## src/rtl/qed_decoder_pipe.sv

```systemverilog
// Registered RISC-V decoder for the QED path: valid/ready handshake, one-entry skid, illegal flag.
// Optional per-class accept counters are built when QED_DEC_STATS_EN is defined.
module qed_decoder_pipe #(
  parameter int XLEN = 64,
  parameter int FP_EN = 1,
  localparam int SHAMT_W = (XLEN == 64) ? 6 : 5
) (
  input  logic               clk,
  input  logic               rst_n,
  input  logic               in_valid,
  output logic               in_ready,
  input  logic [31:0]        in_instr,
  output logic               out_valid,
  input  logic               out_ready,
  output logic [6:0]         opcode,
  output logic [4:0]         rd,
  output logic [4:0]         rs1,
  output logic [4:0]         rs2,
  output logic [2:0]         funct3,
  output logic [6:0]         funct7,
  output logic [11:0]        simm12,
  output logic [6:0]         simm7,
  output logic [4:0]         imm5,
  output logic [SHAMT_W-1:0] shamt,
  output logic [5:0]         cls,
  output logic               illegal
`ifdef QED_DEC_STATS_EN
  ,
  input  logic               stats_clr,
  output logic [15:0]        cnt_lw,
  output logic [15:0]        cnt_sw,
  output logic [15:0]        cnt_aluimm,
  output logic [15:0]        cnt_alureg,
  output logic [15:0]        cnt_jalr,
  output logic [15:0]        cnt_illegal
`endif
);

  // cls bit order: {jalr, alureg, aluimm_sh, aluimm, sw, lw}
  function automatic logic [5:0] decode_cls(input logic [31:0] w);
    logic [6:0]  op;
    logic [2:0]  f3;
    logic [11:0] up;
    logic        wide_ok;
    logic        fp_mem;
    logic        is_lw, is_sw, is_imm, is_sh, is_reg, is_jalr;
    op      = w[6:0];
    f3      = w[14:12];
    up      = w[31:20] >> SHAMT_W;
    wide_ok = (f3 == 3'b010) || ((XLEN == 64) && (f3 == 3'b011));
    fp_mem  = (FP_EN != 0) && ((f3 == 3'b010) || (f3 == 3'b011));
    is_lw   = ((op == 7'b0000011) && wide_ok) || ((op == 7'b0000111) && fp_mem);
    is_sw   = ((op == 7'b0100011) && wide_ok) || ((op == 7'b0100111) && fp_mem);
    is_imm  = (op == 7'b0010011);
    // srai keeps only instr[30] set among the bits above shamt
    is_sh   = is_imm && (((f3 == 3'b001) && (up == 12'h000)) ||
                         ((f3 == 3'b101) && ((up == 12'h000) || (up == (12'h020 >> (SHAMT_W - 5))))));
    is_reg  = (op == 7'b0110011) || ((FP_EN != 0) && (op == 7'b1010011));
    is_jalr = (op == 7'b1100111) && (f3 == 3'b000);
    return {is_jalr, is_reg, is_sh, is_imm, is_sw, is_lw};
  endfunction

  logic [5:0]  cls_p0;
  logic        ill_p0;
  logic        accept;
  logic        drain;
  logic        in_ready_r;
  logic        vld_p1;
  logic [31:0] instr_p1;
  logic [5:0]  cls_p1;
  logic        ill_p1;
  logic        skid_vld;
  logic [31:0] skid_instr;
  logic [5:0]  skid_cls;
  logic        skid_ill;

  assign cls_p0 = decode_cls(in_instr);
  assign ill_p0 = (cls_p0 == 6'b000000);
  assign accept = in_valid && in_ready_r;
  assign drain  = vld_p1 && out_ready;

  // ---- p0 -> p1: output register with one-entry skid behind it ----
  always_ff @(posedge clk or negedge rst_n) begin
    if (!rst_n) begin
      in_ready_r <= 1'b1;
      vld_p1     <= 1'b0;
      instr_p1   <= '0;
      cls_p1     <= '0;
      ill_p1     <= 1'b0;
      skid_vld   <= 1'b0;
      skid_instr <= '0;
      skid_cls   <= '0;
      skid_ill   <= 1'b0;
    end else if (drain && skid_vld) begin
      instr_p1   <= skid_instr;
      cls_p1     <= skid_cls;
      ill_p1     <= skid_ill;
      skid_vld   <= 1'b0;
      in_ready_r <= 1'b1;
    end else if (accept && (!vld_p1 || drain)) begin
      vld_p1   <= 1'b1;
      instr_p1 <= in_instr;
      cls_p1   <= cls_p0;
      ill_p1   <= ill_p0;
    end else if (accept) begin
      skid_vld   <= 1'b1;
      skid_instr <= in_instr;
      skid_cls   <= cls_p0;
      skid_ill   <= ill_p0;
      in_ready_r <= 1'b0;
    end else if (drain) begin
      vld_p1 <= 1'b0;
    end
  end

  assign in_ready  = in_ready_r;
  assign out_valid = vld_p1;
  assign opcode    = instr_p1[6:0];
  assign rd        = instr_p1[11:7];
  assign rs1       = instr_p1[19:15];
  assign rs2       = instr_p1[24:20];
  assign funct3    = instr_p1[14:12];
  assign funct7    = instr_p1[31:25];
  assign simm12    = instr_p1[31:20];
  assign simm7     = instr_p1[31:25];
  assign imm5      = instr_p1[11:7];
  assign shamt     = instr_p1[19+SHAMT_W:20];
  assign cls       = cls_p1;
  assign illegal   = ill_p1;

`ifdef QED_DEC_STATS_EN
  function automatic logic [15:0] sat_inc(input logic [15:0] c, input logic en);
    return (en && (c != 16'hFFFF)) ? c + 16'd1 : c;
  endfunction

  // ---- p1 accept counters; shifts count as aluimm only ----
  always_ff @(posedge clk or negedge rst_n) begin
    if (!rst_n) begin
      cnt_lw      <= '0;
      cnt_sw      <= '0;
      cnt_aluimm  <= '0;
      cnt_alureg  <= '0;
      cnt_jalr    <= '0;
      cnt_illegal <= '0;
    end else if (stats_clr) begin
      cnt_lw      <= '0;
      cnt_sw      <= '0;
      cnt_aluimm  <= '0;
      cnt_alureg  <= '0;
      cnt_jalr    <= '0;
      cnt_illegal <= '0;
    end else begin
      cnt_lw      <= sat_inc(cnt_lw,      drain && cls_p1[0]);
      cnt_sw      <= sat_inc(cnt_sw,      drain && cls_p1[1]);
      cnt_aluimm  <= sat_inc(cnt_aluimm,  drain && cls_p1[2]);
      cnt_alureg  <= sat_inc(cnt_alureg,  drain && cls_p1[4]);
      cnt_jalr    <= sat_inc(cnt_jalr,    drain && cls_p1[5]);
      cnt_illegal <= sat_inc(cnt_illegal, drain && ill_p1);
    end
  end
`endif

endmodule
```

## config.mk

```make
export PLATFORM = sky130hd
export DESIGN_NAME = qed_decoder_pipe
export DESIGN_NICKNAME = d
export VERILOG_FILES = /design/src/rtl/qed_decoder_pipe.sv
export SDC_FILE = /design/constraint.sdc
export NUM_CORES = 1
export LEC_CHECK = 0
export BUFFER_PORTS_ARGS = -buffer_cell sky130_fd_sc_hd__buf_4
export CAP_MARGIN = 0
export CORE_MARGIN = 1.5
export CORE_UTILIZATION = 30
export DETAILED_ROUTE_END_ITERATION = 6
export HOLD_SLACK_MARGIN = 0.15
export PLACE_DENSITY = 0.53
export SLEW_MARGIN = 20
export SYNTH_ARGS = -nofsm -noshare
export SYNTH_HDL_FRONTEND = slang
export SYNTH_SLANG_ARGS = --single-unit
```

## constraint.sdc

```tcl
create_clock -name clk -period 1.7 [get_ports clk]
set_input_delay 0.255 -clock clk [delete_from_list [all_inputs] [get_ports clk]]
set_output_delay 0.255 -clock clk [all_outputs]
set_load 0.005 [all_outputs]
```

After elaboration in Yosys (flattened, before gate mapping)
Index checks and enable logic that the tools add are counted.

storage, ports and cells
  register bits = 81
  bits of input ports = 36
  output and inout port bits = 71
  word-level logic and storage cells = 70

cells by class
  equal/unequal tests = 15
  muxes and demuxes = 15
  bitwise logic cells = 2
  reductions and logical operators = 29

operators by type and width
  operator                                             number
  2-to-1 mux 32 bit                                    2
  equality test 7 x 6 -> 1 bit, second input constant  3
  equality test 7 bit, second input constant           2
  logical AND 1 bit                                    12
  zero test 12 bit                                     1
  2-to-1 mux 6 bit                                     2
  2-to-1 mux 1 bit                                     11
  equality test 7 x 2 -> 1 bit, second input constant  1
  equality test 7 x 3 -> 1 bit, second input constant  1
  equality test 7 x 5 -> 1 bit, second input constant  1
  logical OR 1 bit                                     7
  equality test 3 x 2 -> 1 bit, second input constant  2
  equality test 6 x 5 -> 1 bit, second input constant  1
  zero test 6 bit                                      1
  AND reduction 3 bit                                  2
  nonzero test 2 bit                                   3
  equality test 3 x 1 -> 1 bit, second input constant  1
  equality test 3 bit, second input constant           1
  zero test 3 bit                                      1
  != test 2 x 1 -> 1 bit, second input constant        1
  != test 2 bit, second input constant                 1
  inverter 1 bit                                       2
  AND reduction 2 bit                                  1
  zero test 1 bit                                      1

Depth between registers and ports, before layout
Gate-level depths: netlist of the first run.

  depth in word-level cells = 8
  gate-level depth with buffers = 6
  depth with buffers taken out = 4

Worst setup path before layout of the first run
No wires, ideal clock.

  path type = reg-to-reg
  from = register vld_p1, in the netlist out_valid
  to = register skid_instr[13]
  setup time = 0.128 ns
  arrival time = 1.398 ns
  data required time = 1.572 ns
  setup slack = 0.174 ns
  cell stages (with the launch flop) = 6
  buffers on the path = 2
  clock period less this slack = 1.526 ns
  cells stage by stage = dfrtp_1 > and2b_1 > nand3_1 > buf_2 > buf_2 > mux2_1

on the way
  word-level cells in the longest chain between the ends = 5
  elaborated cells between the ends (all ways) = 8
  classes of those cells = bitwise: 2; reduce/logical: 6

RTL lines
  item                                                         RTL line  source
  start, declared                                              68        logic vld_p1;
  start signal, assigned                                       86        vld_p1 <= 1'b0;
  start signal, assigned                                       101       vld_p1 <= 1'b1;
  start signal, assigned                                       112       vld_p1 <= 1'b0;
  zero test 1 bit / logical AND 1 bit (equally long branches)  100, 80
  logical OR 1 bit                                             100       end else if (accept && (!vld_p1 || drain)) begin
  logical AND 1 bit                                            100
  inverter 1 bit (no line)                                     n/a
  AND reduction 3 bit (no line) (*)                            n/a
  end signal, assigned                                         107       skid_instr <= in_instr;
  end, declared                                                73        logic [31:0] skid_instr;

Mark *: on every way between the ends. The rest lies on a longest branch, timed or not.
A chain may end at the register's enable or synchronous reset.

Final worst setup path of the first run
  from = register in_ready_r, in the netlist in_ready
  to = register instr_p1[16]

on the way
  word-level cells in the longest chain between the ends = 3

RTL lines
  item                          RTL line  source
  start, declared               67        logic in_ready_r;
  start signal, assigned        85        in_ready_r <= 1'b1;
  start signal, assigned        99        in_ready_r <= 1'b1;
  start signal, assigned        110       in_ready_r <= 1'b0;
  logical AND 1 bit             79        assign accept = in_valid && in_ready_r;
  logical AND 1 bit             100
  nonzero test 2 bit (no line)  n/a
  end signal, assigned          95        instr_p1 <= skid_instr;
  end signal, assigned          102       instr_p1 <= in_instr;
  end, declared                 69        logic [31:0] instr_p1;

No other way between the ends.

==> results.yml, run 1 <==
status:
  status: "finished, violations left"
  violations: "design-rule violations"
global_routing:
  grtUsageMet3_pct: 3.593
  grt.met1_usage_pct: 19.09
  use_met2_pct: 20.78
  track_usage_pct: 13.66
  grt_max_degree: 52
  antenna_found_initial: 0
  grt.overflow.total: 0
  grt-busiest-layer: "met2"
  grt_pass1_wl_mm: 13.41
  grt_pass1_vias: 2597
drt:
  drc: 1
  num_vias: 2663
  detail_route.wl_per_cell_um: 16.16
  wirelength_mm: 8.467
  ant_nets: 0
  drt_iter0_drc: 274
  firstDrtPassIters: 7
  via_per_inst: 5.082
critical_path:
  crit_type: "register to register"
  required_ps: 1900
  crit_arrival_ps: 1780
  critPathCaptureType: "register"
  critPathLaunchType: "register"
  worstReg2RegEnd: "instr_p1[16]$_DFFE_PN0P_"
  crit_fanout: 12
  r2r-start: "in_ready$_DFFE_PN1P_"
  r2r_cells: 5
  r2r_slack_ps: 120
final_layout:
  area_growth_pct: 34.50
  drive_gt1_share_pct: 43.31
  nets: 413
  diodes: 0
  design_area_um2: 4746
  mostFrequentLayoutCell: "buf_4"
  most-common-layout-cells: "buf_4, dfrtp_1, inv_1"
clock_tree:
  insertion_delay_ps: 330
  clk_pin_slew_worst_paths_ps: 60
  cts-root-buf: "clkbuf_16"
  postCtsSetupBuffers: 0
  cts_made_buffers: 9
  cts_tree: "built"
  clock_sinks: 81
  cts.htree.levels: 3
  clockBufferDepth: 2
logic_synthesis:
  ys_types: 35
  ys_ff_latch: 81
  avgSynthCellArea_um2: 12.34
  synth-seq-area-share_pct: 57.48
  syn-num-nets: 322
  netlist_instances: 286
  syn_area_um2: 3528
  yosys_warnings: 0
sta:
  min_period_over_period_pct: 92.77
  tightest_slew_ps: 523.9
  hold_viol: 0
  fin_tns_setup_ps: 0
  clock.fmax_mhz: 634.1
  fin_skew_ps: 7.623
  slew_viol_final: 0
  timing.final.crit_period_ps: 1577
  maxSlewHeadroom_pct: 64.58
  fin_worst_hold_slack_ps: 154.5
  setup_viol: 0
floorplan:
  pin_count: 107
  rows: 39
  die_area_um2: 12420
  core_area_um2: 11470
  fp.dieW_um: 111.5
  start_util_pct: 30.77
  die_h_um: 111.5
job:
  max-cap-violations: 0
power:
  power-per-cell-area_nw_per_um2: 836.4
  leakagePower_nw: 2.638
  vdd_ir_drop_max_mv: 0.4033
  power_mw: 3.969
worst_hold_path:
  holdPathStages: 3
  whs_endpoint: "instr_p1[11]$_DFFE_PN0P_"
  hold_class: "input port to register"
  hp-start: "in_instr[11]"
placed_design:
  port_buffers: 106
  place_area_um2: 4310
  place_congestion: 0.7395
  dpl.hpwl_mm: 5.600
==> where the power goes <==
group / internal, mW / switching (mW) / total (mW)
combinational: 0.0917 / 0.0908 / 0.183
sequential: 1.93 / 0 / 1.93
clock: 1.12 / 0.739 / 1.86
total: 3.14 / 0.829 / 3.97
==> repair_timing <==
item	CTS	global route
endpoints found under the setup margin	4	15
hold buffers	13	1
hold endpoints to repair	92	1
pin swaps	0	1
resized for setup	1	2
==> routing by layer <==
| layer | up-vias | part of all wire [%] |
|---|---|---|
| li1 | 1198 | - |
| met1 | 1359 | 46 |
| met2 | 98 | 46 |
| met3 | 8 | 6.4 |
| met4 | 0 | 0.99 |
| met5 | - | 0 |
==> kinds of logic (layout without fill, tap and decap cells) <==
| family | count (synthesis) | after routing | share of synthesized area, % |
|---|---|---|---|
| simple gates | 32 | 32 | 6.099 |
| xor+xnor | 1 | 1 | 0.2483 |
| buf+inv | 81 | 176 | 12.23 |
| compound gates | 59 | 59 | 13.72 |
| mux | 32 | 32 | 10.21 |
| flops | 81 | 81 | 57.48 |
==> stage by stage <==
stage	cells	worst slack, ps	util, %
finish	524	122.9	41.39
global route	524	-7.175	41.39
floorplan	286	174.4	-
CTS	523	49.35	41.24
detailed placement	495	1.966	37.59
global placement	495	46.69	37.59
==> worst max-delay path, stage by stage (launching register included) <==
cell and delay (ps):
dfstp_2 580, nand2_2 100, a21o_1 190, buf_4 200, a222oi_1 320, inv_1 70
==> sequential cells by signal (all words and copies together), names as in the netlist <==
| signal | count |
|---|---|
| cls | 6 |
| skid_instr | 32 |
| skid_vld | 1 |
| out_valid | 1 |
| skid_ill | 1 |
| in_ready | 1 |
| skid_cls | 6 |
| instr_p1 | 32 |
| illegal | 1 |
==> layout make-up <==
type                    count  area [µm²]
fillers                  1077        6721
flip-flops and latches     81        2028
multi-input cells         124        1092
repair buffers            128        1037
clock buffers               9       225.2
well taps                 143       178.9
inverters                  33       123.9
clock inverters             6       60.06
==> how the worst max path moves through the flow <==
stage	startpoint	endpoint	depth (start not counted)	slack, ps
3_5_place_dp	out_valid$_DFFE_PN0P_	instr_p1[15]$_DFFE_PN0P_	3	2
6_report	in_ready$_DFFE_PN1P_	instr_p1[16]$_DFFE_PN0P_	5	120
2_1_floorplan	out_valid$_DFFE_PN0P_	skid_instr[13]$_DFFE_PN0P_	5	170
5_1_grt	in_ready$_DFFE_PN1P_	instr_p1[31]$_DFFE_PN0P_	5	-7
3_3_place_gp	out_valid$_DFFE_PN0P_	instr_p1[10]$_DFFE_PN0P_	3	50
4_1_cts	in_ready$_DFFE_PN1P_	instr_p1[6]$_DFFE_PN0P_	5	50
==> cells in the mapped netlist <==
library cell,number,share of area [%]
nand3_1,2,0.28
o311ai_0,1,0.25
nor4b_1,1,0.25
and2b_1,1,0.21
and3_1,1,0.18
or3_1,2,0.35
and3b_1,1,0.25
nand4_1,2,0.35
nand2b_1,3,0.53
nand4b_4,1,0.67
inv_1,33,3.5
a21o_1,2,0.43
buf_2,6,0.85
buf_6,1,0.32
clkbuf_1,11,1.2
a222oi_1,32,9.1
or4_4,1,0.32
nor4bb_1,1,0.28
nor2_1,1,0.11
a21boi_0,1,0.21
o21ai_0,13,1.8
nor3_1,1,0.14
mux2_1,4,1.3
nor2b_1,1,0.18
nand3b_4,1,0.57
a21oi_1,1,0.14
nand4b_1,1,0.25
xnor2_1,1,0.25
o21ai_1,2,0.28
dfstp_2,1,0.74
a22oi_1,7,1.5
buf_4,30,6.4
nand2_1,11,1.2
mux2_2,28,8.9
dfrtp_1,80,57
(Power assumes the default switching activity.)
==> inputs of run 2 (changes only) <==
--- a/config.mk
+++ b/config.mk
@@ -12,6 +12,7 @@
 export DETAILED_ROUTE_END_ITERATION = 6
 export HOLD_SLACK_MARGIN = 0.15
 export PLACE_DENSITY = 0.53
+export SETUP_SLACK_MARGIN = 0.15
 export SLEW_MARGIN = 20
 export SYNTH_ARGS = -nofsm -noshare
 export SYNTH_HDL_FRONTEND = slang
==> run 2 against run 1 <==
  * The run now ends clean
  * Count of clock-buffer cells in the layout is the same
  * Global-route usage grew 0.14 points
  * Utilization grew 0.69 points
  * Final cell count grew 0.95%
  * Via count grew 0.53%
  * Sequential share of layout area shrank 0.67 points
  * Critical endpoint is now instr_p1[3]$_DFFE_PN0P_
  * Largest power group unchanged
==> results.yml, run 2 (synthesized netlist as in run 1, its figures left out) <==
power:
  p_seq_share_pct: 48.6
  vdd_ir_drop_max_mv: 0.4026
  pwr-share-clk_pct: 46.8
  leakagePower_nw: 2.684
  swShare_pct: 20.90
  combPwrFrac_pct: 4.6
  p_int_mw: 3.140
  p_sw_mw: 0.8297
  power-per-cell-area_nw_per_um2: 822.8
final_layout:
  most-common-layout-cells: "buf_4, dfrtp_1, inv_1"
  area_growth_pct: 36.74
  design_area_um2: 4825
  nets: 418
  fill_cells: 1068
  mostFrequentLayoutCell: "buf_4"
  diodes: 0
  drive_gt1_share_pct: 44.56
  reg.largest.list: "instr_p1: 32 flops, skid_instr: 32 flops"
status:
  status: "finished, final reports clean"
drt:
  wirelength_mm: 8.754
  via_per_inst: 5.060
  drt_iter0_drc: 225
  ant_nets: 0
  drc: 0
  firstDrtPassIters: 7
  detail_route.wl_per_cell_um: 16.55
  num_vias: 2677
global_routing:
  grt_max_degree: 52
  grtUsageMet3_pct: 3.593
  grt.overflow.total: 0
  grt.met1_usage_pct: 19.05
  grt-busiest-layer: "met2"
  use_met2_pct: 21.31
  grt_pass1_vias: 2639
  track_usage_pct: 13.80
  antenna_found_initial: 0
  grt_pass1_wl_mm: 13.55
critical_path:
  r2r_slack_ps: 180
  critPathCaptureType: "register"
  worstReg2RegEnd: "instr_p1[3]$_DFFE_PN0P_"
  r2r_cells: 5
  crit_type: "register to register"
  critPathLaunchType: "register"
  crit_fanout: 13
  crit_arrival_ps: 1730
  required_ps: 1910
  r2r-start: "in_ready$_DFFE_PN1P_"
clock_tree:
  cts-root-buf: "clkbuf_16"
  cts.htree.levels: 3
  cts_tree: "built"
  clock_sinks: 81
  clockBufferDepth: 2
  insertion_delay_ps: 330
  clk_pin_slew_worst_paths_ps: 60
  cts_made_buffers: 9
floorplan:
  die_area_um2: 12420
  core_area_um2: 11470
  pin_count: 107
  start_util_pct: 30.77
  fp.dieW_um: 111.5
  rows: 39
  die_h_um: 111.5
sta:
  maxSlewHeadroom_pct: 65.14
  timing.final.crit_period_ps: 1519
  rsz0062_at_grt: "true"
  fin_skew_ps: 7.073
  clock.fmax_mhz: 658.3
  setup_viol: 0
  tightest_slew_ps: 515.6
  fin_tns_setup_ps: 0
  hold_viol: 0
  min_period_over_period_pct: 89.35
  fin_ws_ps: 181.0
  slew_viol_final: 0
worst_hold_path:
  holdPathStages: 3
  hp-start: "in_instr[11]"
  whs_endpoint: "instr_p1[11]$_DFFE_PN0P_"
  hold_class: "input port to register"
placed_design:
  port_buffers: 106
  dpl.hpwl_mm: 5.600
  dp_slack_ps: 1.966
  place_area_um2: 4310
  place_congestion: 0.7395
job:
  max-cap-violations: 0
## run 2: area by class of cell
cell class | count | area, µm² | area share, %
flip-flops and latches | 81 | 2029 | 42.06
multi-input cells | 124 | 1105 | 22.90
repair buffers | 133 | 1102 | 22.85
clock buffers | 9 | 225.2 | 4.668
well taps | 143 | 178.9 | 3.709
inverters | 33 | 123.9 | 2.567
clock inverters | 6 | 60.06 | 1.245
## run 2: timing repair
item / in CTS / in global routing
pin swaps: 1 / 4
gates cloned: 0 / 2
setup endpoints to repair: 40 / 15
buffers inserted: 2 / 1
gates resized for setup: 5 / 4
hold buffers: 13 / 1
endpoints found under the hold margin: 92 / 1
## run 2: through the flow
stage | util, % | hold WS (ps) | power [mW] | cells
after global placement | 37.59 | 69.87 | 2.122 | 495
after floorplan | - | -40.59 | 1.984 | 286
after global routing | 42.07 | 159.6 | 4.151 | 529
after detailed placement | 37.59 | 67.94 | 2.125 | 495
final | 42.07 | 153.2 | 3.970 | 529
after CTS | 41.47 | 151.4 | 4.039 | 525
## run 2: worst max path at each step
stage	start	cells after the start	endpoint	slack [ps]
6_report	in_ready$_DFFE_PN1P_	5	instr_p1[3]$_DFFE_PN0P_	180
5_1_grt	in_ready$_DFFE_PN1P_	5	instr_p1[20]$_DFFE_PN0P_	80
4_1_cts	in_ready$_DFFE_PN1P_	5	instr_p1[16]$_DFFE_PN0P_	170
3_5_place_dp	out_valid$_DFFE_PN0P_	3	instr_p1[15]$_DFFE_PN0P_	2
3_3_place_gp	out_valid$_DFFE_PN0P_	3	instr_p1[10]$_DFFE_PN0P_	50
2_1_floorplan	out_valid$_DFFE_PN0P_	5	skid_instr[13]$_DFFE_PN0P_	170
## run 2: per-layer routing
metal | wire length [µm] | share of wire (%) | vias up
met2 | 4044 | 46 | 119
met3 | 638 | 7.3 | 8
met1 | 3987 | 46 | 1345
met5 | 0 | 0 | -
li1 | - | - | 1205
met4 | 84 | 0.96 | 0
## run 2: power by group through the flow
stage | clock, mW | sequential [mW] | combinational [mW]
after floorplan | 0 | 1.96 | 0.0200
after detailed placement | 0 | 1.96 | 0.161
final | 1.86 | 1.93 | 0.183
after global routing | 2.02 | 1.93 | 0.204
after global placement | 0 | 1.96 | 0.159
after CTS | 1.93 | 1.93 | 0.186
## run 2: worst max-delay path: stages (launching register included)
cell	delay (ps)
dfstp_2	560
nand2_4	60
a21o_4	240
clkbuf_16	180
a222oi_1	290
inv_1	80
==> inputs of run 3 (changes only) <==
--- a/config.mk
+++ b/config.mk
@@ -9,9 +9,10 @@
 export CAP_MARGIN = 0
 export CORE_MARGIN = 1.5
 export CORE_UTILIZATION = 30
+export CTS_BUF_LIST = sky130_fd_sc_hd__clkbuf_4 sky130_fd_sc_hd__clkbuf_8 sky130_fd_sc_hd__clkbuf_16
 export DETAILED_ROUTE_END_ITERATION = 6
 export HOLD_SLACK_MARGIN = 0.15
-export PLACE_DENSITY = 0.53
+export PLACE_DENSITY = 0.55
 export SETUP_SLACK_MARGIN = 0.15
 export SLEW_MARGIN = 20
 export SYNTH_ARGS = -nofsm -noshare
==> constraint.sdc (replaced) <==
create_clock -name clk -period 1.2 [get_ports clk]
set_input_delay 0.18 -clock clk [delete_from_list [all_inputs] [get_ports clk]]
set_output_delay 0.18 -clock clk [all_outputs]
set_load 0.005 [all_outputs]
==> run 3 against run 2 <==
  * The run now ends with negative setup slack left
  * Combinational power rose by 79%
  * Critical endpoint is now skid_instr[10]$_DFFE_PN0P_
  * Global-route usage rose by 0.86 points
  * Sequential share of layout area down 6.9 points
  * Critical path depth did not move
  * Die area stayed put
  * Sequential power increased by 41%
  * Clock power rose by 53%
  * Final cell count increased by 11%
  * Final area grew 20%
==> results.yml, run 3 (synthesized netlist as in run 1, its figures left out) <==
sta:
  fin_ws_ps: -371.8
  maxSlewHeadroom_pct: 78.40
  min_period_over_period_pct: 131.0
  hold_viol: 0
  setup_viol: 81
  clock.fmax_mhz: 636.2
  tightest_slew_ps: 320.0
  slew_viol_final: 0
  fin_skew_ps: 5.848
  rsz0062_at_grt: "true"
  timing.final.crit_period_ps: 1572
drt:
  drc: 0
  via_per_inst: 4.850
  ant_nets: 0
  detail_route.wl_per_cell_um: 15.85
  num_vias: 2852
  wirelength_mm: 9.317
  drt_iter0_drc: 264
  firstDrtPassIters: 5
final_layout:
  reg.largest.list: "instr_p1: 32 flops, skid_instr: 32 flops"
  area_growth_pct: 64.26
  regArea_um2: 2036
  multiInputGateArea_um2: 1207
  mostFrequentLayoutCell: "buf_4"
  drive_gt1_share_pct: 51.69
  nets: 476
  fill_cells: 1001
  fin_cells: 588
  most-common-layout-cells: "buf_4, dfrtp_1, buf_6"
  design_area_um2: 5796
  diodes: 0
power:
  p_seq_share_pct: 46.2
  vdd_ir_drop_max_mv: 0.5785
  leakagePower_nw: 3.136
  p_int_mw: 4.692
  power-per-cell-area_nw_per_um2: 1020
  swShare_pct: 20.60
  p_sw_mw: 1.217
  pwr-share-clk_pct: 48.2
  combPwrFrac_pct: 5.5
critical_path:
  critPathLaunchType: "register"
  crit_arrival_ps: 1780
  critPathCaptureType: "register"
  crit_fanout: 7
  required_ps: 1410
  crit_type: "register to register"
clock_tree:
  cts_made_buffers: 9
  insertion_delay_ps: 330
  cts.htree.levels: 3
  clock_sinks: 81
  cts-root-buf: "clkbuf_16"
  clk_pin_slew_worst_paths_ps: 60
  cts_tree: "built"
  clockBufferDepth: 2
global_routing:
  antenna_found_initial: 0
  grt.overflow.total: 0
  grt_pass1_wl_mm: 14.42
  grt_max_degree: 43
  grt_pass1_vias: 2851
  track_usage_pct: 14.66
floorplan:
  die_h_um: 111.5
  rows: 39
  core_area_um2: 11470
  start_util_pct: 30.77
  fp.dieW_um: 111.5
  die_area_um2: 12420
  pin_count: 107
placed_design:
  dpl.hpwl_mm: 5.919
  place_congestion: 0.7187
  place_area_um2: 4556
  port_buffers: 106
  dpl.cell_count: 519
job:
  max-cap-violations: 0
status:
  status: "finished, violations left"
  violations: "negative setup slack"
worst_hold_path:
  hold_class: "input port to register"
run 3: cell types whose count changed in the layout (fill, tap and decap cells not counted), moves of 2 or more:
cell | previous run | this run
buf_4 | 112 | 81
o21ai_1 | 2 | 14
buf_6 | 1 | 71
mux2_4 | 0 | 25
buf_12 | 4 | 9
clkbuf_16 | 10 | 12
mux2_2 | 28 | 7
mux2_1 | 4 | 0
dfrtp_2 | 1 | 6
clkbuf_8 | 0 | 3
o21ai_0 | 13 | 0
clkinv_2 | 3 | 1
dlygate4sd3_1 | 14 | 27
dfrtp_1 | 79 | 74
run 3: timing repair:
action	CTS	global route
setup buffers	19	4
cloned	0	3
pin swaps	2	6
hold buffers	27	0
hold endpoints to repair	133	0
setup endpoints to repair	146	149
resized for setup	70	53
run 3: metal layers:
layer / wire length, µm / part of all wire (%) / up-vias / GRT usage [%]
met2: 4492 / 48 / 95 / 24.01
met3: 479 / 5.1 / 11 / 4.300
met4: 81 / 0.87 / 0 / 3.797
met1: 4263 / 46 / 1426 / 19.10
met5: 0 / 0 / - / 0
li1: - / - / 1320 / -
run 3: worst max-delay path: stages, from the launching register on:
cell       delay (ps)
dfrtp_1           410
and2b_2           220
buf_4             140
nand3_4           160
clkbuf_16         200
mux2_2            320
run 3: power by group through the flow:
stage               clock [mW]  sequential, mW  combinational, mW
floorplan                    0            2.78             0.0284
global placement             0            2.78              0.255
detailed placement           0            2.78              0.260
CTS                       2.94            2.73              0.330
global route              3.08            2.73              0.360
finish                    2.85            2.73              0.327
run 3: area by class of cell:
class / instances / area share, %
Clock buffer: 12 / 4.598
Clock inverter: 4 / 0.8636
Inverter: 33 / 2.137
Multi-Input combinational cell: 124 / 20.83
Sequential cell: 81 / 35.13
Tap cell: 143 / 3.087
Timing Repair Buffer: 191 / 33.35
run 3: final timing paths:
check,cells after the start,endpoint,slack [ps],from
hold / removal,4,instr_p1[3]$_DFFE_PN0P_,170,in_instr[3]
max in group asynchronous,3,instr_p1[30]$_DFFE_PN0P_,440,rst_n
min in group asynchronous,2,cls[4]$_DFFE_PN0P_,260,rst_n
setup / recovery,5,skid_instr[10]$_DFFE_PN0P_,-370,out_valid$_DFFE_PN0P_
setup reg to reg,5,skid_instr[10]$_DFFE_PN0P_,-370,out_valid$_DFFE_PN0P_
hold reg to reg,2,skid_cls[0]$_DFFE_PN0P_,480,skid_cls[0]$_DFFE_PN0P_
run 3: stage by stage:
stage / power (mW) / hold slack, ps / util, % / setup TNS, ps / worst slack [ps]
after global placement: 3.036 / 51.63 / 39.73 / -14890 / -248.9
after detailed placement: 3.041 / 56.56 / 39.73 / -17530 / -296.3
after CTS: 5.999 / 148.5 / 48.16 / -17640 / -297.5
final: 5.909 / 170.8 / 50.54 / -22260 / -371.8
after floorplan: 2.810 / -115.6 / - / -12720 / -305.3
after global routing: 6.163 / 159.1 / 50.54 / -27800 / -423.3
